--- src/rtl/hcms_frame_ctrl.sv ---
// hcms_frame_ctrl: upstream sequencer for the hcms_serial byte sender.
// Runs the display power-up sequence: DS_RESET hold, then control word 0.
// Streams one frame of column bytes from an on-chip buffer per request,
// using a four-phase LOAD/READY handshake with a per-phase timeout.
//
// Ports:
//   CLK_i, nRST_i          clock, synchronous active-low reset
//   BRIGHT_i               PWM brightness for control word 0
//   WR_EN_i/ADDR_i/DATA_i  column buffer write port (out-of-range ignored)
//   UPDATE_i               frame transfer request pulse
//   BUSY_o, FRAME_DONE_o   status; ERR_o sticky handshake timeout flag
//   SER_*_o, SER_READY_i   byte sender interface
//
// Optional feature: define HCMS_AUTO_REFRESH_EN to add an IDLE refresh
// counter that requests a frame every 65536 idle cycles.
module hcms_frame_ctrl #(
  parameter int unsigned NUM_COLS     = 40,
  parameter int unsigned RESET_CYCLES = 16,
  parameter int unsigned ACK_TIMEOUT  = 1024,
  parameter logic [1:0]  PEAK_CUR     = 2'b10
) (
  input  logic       CLK_i,
  input  logic       nRST_i,
  input  logic [3:0] BRIGHT_i,
  input  logic       WR_EN_i,
  input  logic [5:0] WR_ADDR_i,
  input  logic [7:0] WR_DATA_i,
  input  logic       UPDATE_i,
  output logic       BUSY_o,
  output logic       FRAME_DONE_o,
  output logic       ERR_o,
  output logic [7:0] SER_DATA_o,
  output logic       SER_LOAD_o,
  output logic       SER_CMD_o,
  output logic       SER_DSRESET_o,
  input  logic       SER_READY_i
);

  localparam int unsigned COL_W   = (NUM_COLS > 1) ? $clog2(NUM_COLS) : 1;
  localparam int unsigned CNT_MAX = (ACK_TIMEOUT > RESET_CYCLES) ? ACK_TIMEOUT : RESET_CYCLES;
  localparam int unsigned CNT_W   = $clog2(CNT_MAX + 1);

  typedef enum logic [2:0] {
    ST_RST_HOLD,
    ST_CTRL_LD,
    ST_CTRL_ACK,
    ST_CTRL_REL,
    ST_IDLE,
    ST_DATA_LD,
    ST_DATA_ACK,
    ST_DATA_REL
  } state_e;

  state_e           state_q, state_d;
  logic [CNT_W-1:0] cnt_q, cnt_d;
  logic [COL_W-1:0] col_q, col_d;
  logic             pending_q, pending_d;
  logic             frame_req_q, frame_req_d;
  logic [3:0]       last_bright_q, last_bright_d;
  logic [7:0]       data_q, data_d;
  logic             load_q, load_d;
  logic             cmd_q, cmd_d;
  logic             dsreset_q, dsreset_d;
  logic             busy_q, busy_d;
  logic             done_q, done_d;
  logic             err_q, err_d;
  logic             timeout_c;
  logic             abort_c;

  logic [7:0]       buf_q [NUM_COLS];
  logic             wr_hit_c;

`ifdef HCMS_AUTO_REFRESH_EN
  logic [15:0]      refresh_q, refresh_d;
`endif

  // Column buffer: writes accepted in every state, never reset
  assign wr_hit_c = WR_EN_i && ({1'b0, WR_ADDR_i} < 7'(NUM_COLS));

  always_ff @(posedge CLK_i) begin
    if (wr_hit_c) begin
      buf_q[WR_ADDR_i[COL_W-1:0]] <= WR_DATA_i;
    end
  end

  assign timeout_c = (cnt_q == CNT_W'(ACK_TIMEOUT - 1));

  // Next-state and registered-output computation
  always_comb begin
    state_d       = state_q;
    col_d         = col_q;
    pending_d     = pending_q;
    frame_req_d   = frame_req_q;
    last_bright_d = last_bright_q;
    data_d        = data_q;
    load_d        = load_q;
    cmd_d         = cmd_q;
    dsreset_d     = dsreset_q;
    done_d        = 1'b0;
    err_d         = err_q;
    abort_c       = 1'b0;

    // Requests arriving while busy collapse into one pending frame
    if (UPDATE_i && (state_q != ST_IDLE)) begin
      pending_d = 1'b1;
    end

`ifdef HCMS_AUTO_REFRESH_EN
    refresh_d = '0;
    if (state_q == ST_IDLE) begin
      if (refresh_q == 16'hFFFF) begin
        pending_d = 1'b1;
      end else begin
        refresh_d = refresh_q + 16'd1;
      end
    end
`endif

    unique case (state_q)
      ST_RST_HOLD: begin
        dsreset_d = 1'b1;
        if (cnt_q == CNT_W'(RESET_CYCLES - 1)) begin
          dsreset_d = 1'b0;
          state_d   = ST_CTRL_LD;
        end
      end
      ST_CTRL_LD: begin
        data_d        = {1'b0, 1'b1, PEAK_CUR, BRIGHT_i};
        cmd_d         = 1'b1;
        load_d        = 1'b1;
        last_bright_d = BRIGHT_i;
        state_d       = ST_CTRL_ACK;
      end
      ST_CTRL_ACK: begin
        if (SER_READY_i) begin
          load_d  = 1'b0;
          state_d = ST_CTRL_REL;
        end else if (timeout_c) begin
          abort_c = 1'b1;
        end
      end
      ST_CTRL_REL: begin
        if (!SER_READY_i) begin
          if (frame_req_q) begin
            frame_req_d = 1'b0;
            col_d       = '0;
            state_d     = ST_DATA_LD;
          end else begin
            state_d = ST_IDLE;
          end
        end else if (timeout_c) begin
          abort_c = 1'b1;
        end
      end
      ST_IDLE: begin
        if (UPDATE_i || pending_q) begin
          pending_d = 1'b0;
          // A brightness change is applied before the frame data
          if (BRIGHT_i != last_bright_q) begin
            frame_req_d = 1'b1;
            state_d     = ST_CTRL_LD;
          end else begin
            col_d   = '0;
            state_d = ST_DATA_LD;
          end
        end
      end
      ST_DATA_LD: begin
        data_d  = buf_q[col_q];
        cmd_d   = 1'b0;
        load_d  = 1'b1;
        state_d = ST_DATA_ACK;
      end
      ST_DATA_ACK: begin
        if (SER_READY_i) begin
          load_d  = 1'b0;
          state_d = ST_DATA_REL;
        end else if (timeout_c) begin
          abort_c = 1'b1;
        end
      end
      ST_DATA_REL: begin
        if (!SER_READY_i) begin
          if (col_q == COL_W'(NUM_COLS - 1)) begin
            done_d  = 1'b1;
            state_d = ST_IDLE;
          end else begin
            col_d   = col_q + COL_W'(1);
            state_d = ST_DATA_LD;
          end
        end else if (timeout_c) begin
          abort_c = 1'b1;
        end
      end
      default: state_d = ST_RST_HOLD;
    endcase

    // Handshake timeout: abort frame and rerun the full power-up sequence
    if (abort_c) begin
      err_d       = 1'b1;
      load_d      = 1'b0;
      pending_d   = 1'b0;
      frame_req_d = 1'b0;
      dsreset_d   = 1'b1;
      state_d     = ST_RST_HOLD;
    end

    // Wait counter restarts on every state entry
    cnt_d  = (state_d != state_q) ? '0 : cnt_q + CNT_W'(1);
    // Busy stays high through the FRAME_DONE cycle
    busy_d = (state_d != ST_IDLE) || done_d;
  end

  always_ff @(posedge CLK_i) begin
    if (!nRST_i) begin
      state_q       <= ST_RST_HOLD;
      cnt_q         <= '0;
      col_q         <= '0;
      pending_q     <= 1'b0;
      frame_req_q   <= 1'b0;
      last_bright_q <= 4'h0;
      data_q        <= 8'h00;
      load_q        <= 1'b0;
      cmd_q         <= 1'b0;
      dsreset_q     <= 1'b1;
      busy_q        <= 1'b1;
      done_q        <= 1'b0;
      err_q         <= 1'b0;
    end else begin
      state_q       <= state_d;
      cnt_q         <= cnt_d;
      col_q         <= col_d;
      pending_q     <= pending_d;
      frame_req_q   <= frame_req_d;
      last_bright_q <= last_bright_d;
      data_q        <= data_d;
      load_q        <= load_d;
      cmd_q         <= cmd_d;
      dsreset_q     <= dsreset_d;
      busy_q        <= busy_d;
      done_q        <= done_d;
      err_q         <= err_d;
    end
  end

`ifdef HCMS_AUTO_REFRESH_EN
  always_ff @(posedge CLK_i) begin
    if (!nRST_i) begin
      refresh_q <= '0;
    end else begin
      refresh_q <= refresh_d;
    end
  end
`endif

  assign BUSY_o        = busy_q;
  assign FRAME_DONE_o  = done_q;
  assign ERR_o         = err_q;
  assign SER_DATA_o    = data_q;
  assign SER_LOAD_o    = load_q;
  assign SER_CMD_o     = cmd_q;
  assign SER_DSRESET_o = dsreset_q;

endmodule

--- config.mk ---
export PLATFORM = sky130hd
export DESIGN_NAME = hcms_frame_ctrl
export DESIGN_NICKNAME = d
export VERILOG_FILES = /design/src/rtl/hcms_frame_ctrl.sv
export SDC_FILE = /design/constraint.sdc
export NUM_CORES = 1
export LEC_CHECK = 0
export ABC_AREA = 1
export BUFFER_PORTS_ARGS = -buffer_cell sky130_fd_sc_hd__buf_2
export CAP_MARGIN = 20
export CORE_MARGIN = 2
export CORE_UTILIZATION = 60
export DETAILED_ROUTE_END_ITERATION = 7
export GPL_TIMING_DRIVEN = 0
export PLACE_DENSITY = 0.77
export SETUP_SLACK_MARGIN = 0.1
export SLEW_MARGIN = 15
export SYNTH_ARGS = -nofsm -noshare
export SYNTH_HDL_FRONTEND = slang
export SYNTH_SLANG_ARGS = --single-unit
--- constraint.sdc ---
create_clock -name CLK_i -period 2.2 [get_ports CLK_i]
set_clock_uncertainty 0.05 [all_clocks]
set_input_delay 0.22 -clock CLK_i [delete_from_list [all_inputs] [get_ports CLK_i]]
set_output_delay 0.22 -clock CLK_i [all_outputs]
set_load 0.005 [all_outputs]
==> results of run 1 <==
==> placed cells by master, fill, tap and decap left out, types with 4 or more instances in the layout <==
cell type	instances
inv_2	10
buf_4	12
nor3_2	6
xor2_1	12
clkbuf_4	16
clkinv_1	7
clkbuf_1	21
nand3_1	225
o21ai_1	31
buf_2	56
nor2_2	15
nor2_1	91
edfxtp_1	320
a21oi_1	21
nor3_1	7
inv_1	53
dfxtp_1	46
dlygate4sd3_1	8
nand2_1	396
clkbuf_2	16
clkinv_2	4
nand4_1	8
o21ai_0	19
nand3_2	4
a22oi_1	4
clkbuf_16	39
o22ai_1	11
==> kinds of logic (layout without fill, tap and decap cells) <==
| kind of cell | count (synthesis) | in the layout | synth area share, % |
|---|---|---|---|
| flip-flops | 366 | 366 | 69.5 |
| buffers and inverters | 133 | 249 | 3.82 |
| AO/OA/AOI/OAI | 95 | 95 | 3.53 |
| AND/OR/NAND/NOR | 771 | 771 | 22.2 |
| XOR/XNOR | 14 | 14 | 0.809 |
| adder cells (fa/ha/maj) | 2 | 2 | 0.165 |
==> critical path, cell delays in order, from the launching register on <==
cell,delay [ns]
dfxtp_1,0.29
clkbuf_2,0.21
inv_2,0.11
buf_2,0.31
buf_4,0.30
nand3_1,0.10
nand2_1,0.10
nand2_1,0.06
nand3_1,0.16
o211ai_1,0.17
a21oi_1,0.19
==> path summary, 6_finish.rpt <==
kind / start / to / slack, ns / cells past startpoint
max: flop / SER_DATA_o[6] / 0.09 / 10
min: WR_EN_i / buf_q[26][5] / 0.14 / 3
max reg2reg: flop / SER_DATA_o[6] / 0.09 / 10
min reg2reg: ERR_o / ERR_o / 0.40 / 2
==> layer usage <==
metal  global-route usage [%]  up-vias  routed length (µm)
met2                     50.5      738               19100
met1                     40.7     5136               14700
met4                     10.5        0                1300
met5                        0        -                   0
met3                     5.42      115                4580
li1                         -     4966                   -
==> per-stage QoR <==
stage | power, mW | cells
3_3_place_gp | 7.95 | 1747
4_1_cts | 13.7 | 1826
3_5_place_dp | 7.96 | 1751
6_report | 13.8 | 1827
5_1_grt | 14.1 | 1827
2_1_floorplan | 7.81 | 1381
==> state kept, by name, summed over array words and instances, names as in the netlist, 3 cells and up, named ones only <==
register       count
last_bright_q      4
SER_DATA_o         8
state_q            3
cnt_q             11
col_q              6
buf_q            320
==> report_power, final <==
part	switching, mW	internal (mW)	leakage [nW]	total (mW)
Clock	2.54	3.38	0.543	5.92
Combinational	0.189	0.0520	2.49	0.241
Sequential	0.0118	7.58	3.25	7.59
Total	2.74	11.0	6.28	13.8
==> timing repair <==
item                                   4_1_cts  5_1_grt
setup endpoints to repair                    8        8
endpoints found under the hold margin       11        0
hold buffers                                 8        0
resized for setup                            7       47
pin swaps                                    0        2
==> layout make-up <==
type                            count  area [µm²]  area share [%]
Sequential cell                   366       10500            61.5
Clock inverter                     14        92.6           0.541
Buffer                             69         409            2.39
Clock buffer                       53        1030            6.01
Tap cell                          330         413            2.41
Inverter                           64         243            1.42
Multi-Input combinational cell    882        4090            23.9
Timing Repair Buffer               49         302            1.76
==> impl_metrics.tcl, run 1 <==
set metrics [dict create \
    period_minus_slack_ns 2.11 \
    grt_start_max_net_pins 41 \
    crit_arrival_ns 2.51 \
    post_drt_via_cell_ratio 6.00 \
    numClockSinks 366 \
    worst_slew_pin_slew_ns 1.17 \
    cp_max_fo 10 \
    hold_ws_ns 0.142 \
    area_delta_synth_final_pct 12.8 \
    cts_tree "yes" \
    grt_pass1_vias 10500 \
    cts_buffer_depth 3 \
    synth_ff_type "edfxtp_1" \
    postCtsSetupRepairBufs 0 \
    dp_hpwl_mm 25.5 \
    setup_viol 0 \
    rsz0062_at_grt "true" \
    avgSynthCellArea_um2 11.0 \
    vias 11000 \
    clk_pin_slew_worst_paths_ns 0.06 \
    dp_slack_ns -0.303 \
    nNetsFinal 1495 \
    gp_congestion 0.969 \
    diodes 0 \
    placed_area_um2 15800 \
    powerDensity_nw_per_um2 804 \
    final_core_utilization_pct 68.5 \
    synth_common_cells "396 x nand2_1, 320 x edfxtp_1, 227 x nand3_1" \
    portBuffers 36 \
    ir_drop_v 0.00104 \
    ys_warn_count 0 \
    ys_seq_area_share_pct 69.5 \
    worstHoldPathType "input port to flop" \
    yosysTopAreaCellShare_pct 63.4 \
    p_leak_nw 6.28 \
    die_area_um2 26600 \
    die_h_um 163 \
    wl_mm 39.7 \
    drtIter0Drc 1503 \
    first_pass_iters 6 \
    drv_cap 0 \
    fin_setup_tns_ns 0 \
    ant_nets 0 \
    grt_pass1_wl_mm 59.8 \
    finalHoldViolations 0 \
    chipWidth_um 163 \
    yosys.cell_types.count 39 \
    synth_area_leaders "edfxtp_1 63%, nand2_1 9.8%, nand3_1 7.5%" \
    track_usage_pct 30.3 \
    outcome "finished clean" \
    routedWlPerCell_um 21.7 \
    clockRootBuffer "clkbuf_16" \
    grt_overflow_total 0 \
    worst_slack_ns 0.0856 \
    max-slew-margin-rel_pct 21.6 \
    fin_area_um2 17100 \
    netlist_instances 1381 \
    drc_errors 0 \
    rows 58 \
    synth.most_common_cell "nand2_1" \
    slew_viol_final 0 \
    cts_buffers 38 \
    synth_nets 1406 \
    clk_latency_ns 0.53 \
    core-area_um2 25000 \
    ys_async_sr_fraction_pct 0 \
    cp-end-kind "flop" \
    antenna_found_initial 0 \
    post-route-period-util_pct 96.1 \
    worst_setup_path_start_kind "flop" \
    crit_required_ns 2.59 \
    drive_above_1_share_pct 13.4 \
    fmax_mhz 473 \
    h-tree-depth 2 \
    ys_seq_elements 366 \
    syn_area_um2 15200 \
    yosys.area.top_type "edfxtp_1" \
    fillerInstances 1764 \
    crit_type "flop to flop" \
    start_util_pct 60.7 \
    synth-edff-count 320 \
    io_pins 37 \
]
No activity file was read; power rests on OpenSTA's default activity.
==> run 2: changes to the inputs <==
Settings changed: REMOVE_ABC_BUFFERS set to 1.
Clock period 2.2 ns to 2.5 ns, I/O delays scaled along.
==> impl_metrics.tcl, run 2 (synthesis results as in run 1) <==
set metrics [dict create \
    p_sw_share_pct 19.3 \
    crit_type "flop to flop" \
    drc_errors 0 \
    crit_arrival_ns 2.55 \
    period_minus_slack_ns 2.23 \
    clk_latency_ns 0.51 \
    final_common_cell "nand2_1" \
    ir_drop_v 0.000756 \
    vias 10400 \
    core-area_um2 25000 \
    worst_slack_ns 0.266 \
    hold_ws_ns 0.0358 \
    fin_area_um2 17100 \
    p_sw_mw 2.41 \
    slew_viol_final 0 \
    start_util_pct 60.7 \
    final_core_utilization_pct 68.5 \
    place_inst 1686 \
    finalHoldViolations 0 \
    first_pass_iters 5 \
    cts_buffers 39 \
    grt_overflow_total 0 \
    combPwrFrac_pct 1.7 \
    clk_pin_slew_worst_paths_ns 0.06 \
    rsz0062_at_grt "false" \
    largest_register_ffs 320 \
    grt_start_max_net_pins 75 \
    wl_mm 35.0 \
    rows 58 \
    max-slew-margin-rel_pct 40.6 \
    track_usage_pct 26.6 \
    drtIter0Drc 1277 \
    cp_max_fo 39 \
    p_seq_share_pct 53.4 \
    grt_pass1_wl_mm 53.9 \
    numClockSinks 366 \
    post_drt_via_cell_ratio 5.87 \
    portBuffers 36 \
    dp_hpwl_mm 19.6 \
    die_h_um 163 \
    worst_slew_pin_slew_ns 0.888 \
    cp-end-kind "flop" \
    h-tree-depth 2 \
    fin_setup_tns_ns 0 \
    drv_cap 0 \
    fin_total_pwr_mw 12.5 \
    crit_required_ns 2.82 \
    area_delta_synth_final_pct 12.7 \
    io_pins 37 \
    clockRootBuffer "clkbuf_16" \
    ant_nets 0 \
    pwr-share-clk_pct 44.9 \
    diodes 0 \
    gp_congestion 0.956 \
    post-route-period-util_pct 89.3 \
    fmax_mhz 448 \
    p_leak_nw 6.18 \
    final_cells 1767 \
    drive_above_1_share_pct 10.8 \
    cts_tree "yes" \
    layout_common_cells "396 x nand2_1, 320 x edfxtp_1, 227 x nand3_1, 91 x nor2_1, 53 x inv_1" \
    antenna_found_initial 0 \
    p_int_mw 10.1 \
    cts_buffer_depth 3 \
    worstHoldPathType "input port to flop" \
    setup_viol 0 \
    fillerInstances 1721 \
    nNetsFinal 1437 \
    routedWlPerCell_um 19.8 \
    powerDensity_nw_per_um2 732 \
    worst_setup_path_start_kind "flop" \
    placed_area_um2 15600 \
    outcome "finished clean" \
    grt_pass1_vias 9897 \
    chipWidth_um 163 \
    die_area_um2 26600 \
    dp_slack_ns -0.464 \
]
[run 2: changes by cell type in the layout (fill, tap and decap cells not counted), moves of 3 or more]
cell       before  now
clkbuf_4       16    0
buf_6           3    0
clkinv_1        7    3
clkbuf_2       16    0
buf_16          0    5
bufinv_16       1    5
dfxtp_1        46   43
clkbuf_1       21   12
buf_4          12    5
buf_2          56   37
[run 2: power groups by stage]
| stage | Combinational (mW) | Clock (mW) | Sequential (mW) |
|---|---|---|---|
| final | 0.213 | 5.61 | 6.68 |
| after global routing | 0.230 | 5.87 | 6.68 |
| after CTS | 0.209 | 5.64 | 6.68 |
| after detailed placement | 0.200 | 0 | 6.81 |
| after global placement | 0.192 | 0 | 6.81 |
| after floorplan | 0.0668 | 0 | 6.81 |
[run 2: worst paths after layout]
kind                            startpoint             to  slack [ns]  cells past startpoint
worst max-delay path                  flop  SER_DATA_o[2]        0.27                      9
worst min-delay path              UPDATE_i      pending_q        0.04                      3
worst max register to register        flop  SER_DATA_o[2]        0.27                      9
worst min register to register       ERR_o          ERR_o        0.40                      2
[run 2: routing by layer]
| metal | vias up | GRT usage, % | part of all wire [%] | wire [µm] |
|---|---|---|---|---|
| met3 | 83 | 5.09 | 7.8 | 2740 |
| met2 | 486 | 44.3 | 49 | 17100 |
| met4 | 0 | 8.13 | 3.0 | 1050 |
| met1 | 4970 | 35.7 | 40 | 14100 |
| li1 | 4835 | - | - | - |
| met5 | - | 0 | 0 | 0 |
[run 2: critical path: stages, from the launching register on]
cell and delay, ns:
dfxtp_2 0.76, inv_4 0.39, nand3_1 0.24, nand2_1 0.10, nand2_1 0.07, nand3_1 0.09
nand2_1 0.09, nand2_1 0.08, nand2_1 0.12, a21oi_1 0.09
[run 2: what timing repair did]
| item | CTS | global route |
|---|---|---|
| endpoints found under the hold margin | 7 | 0 |
| gates cloned | 3 | 1 |
| setup endpoints to repair | 8 | 8 |
| buffers inserted | 1 | 4 |
| hold buffers | 6 | 0 |
| gates resized for setup | 3 | 3 |
[run 2: final cells by class]
| class | instances | area, µm² | share of cell area, % |
|---|---|---|---|
| sequential | 366 | 10500 | 61.7 |
| multi-input combinational | 882 | 4080 | 23.9 |
| clock buffer | 51 | 1020 | 5.97 |
| timing repair buffer | 58 | 546 | 3.19 |
| tap | 330 | 413 | 2.42 |
| inverter | 64 | 277 | 1.62 |
| clock inverter | 15 | 205 | 1.20 |
| timing repair inverter | 1 | 16.3 | 0.0952 |
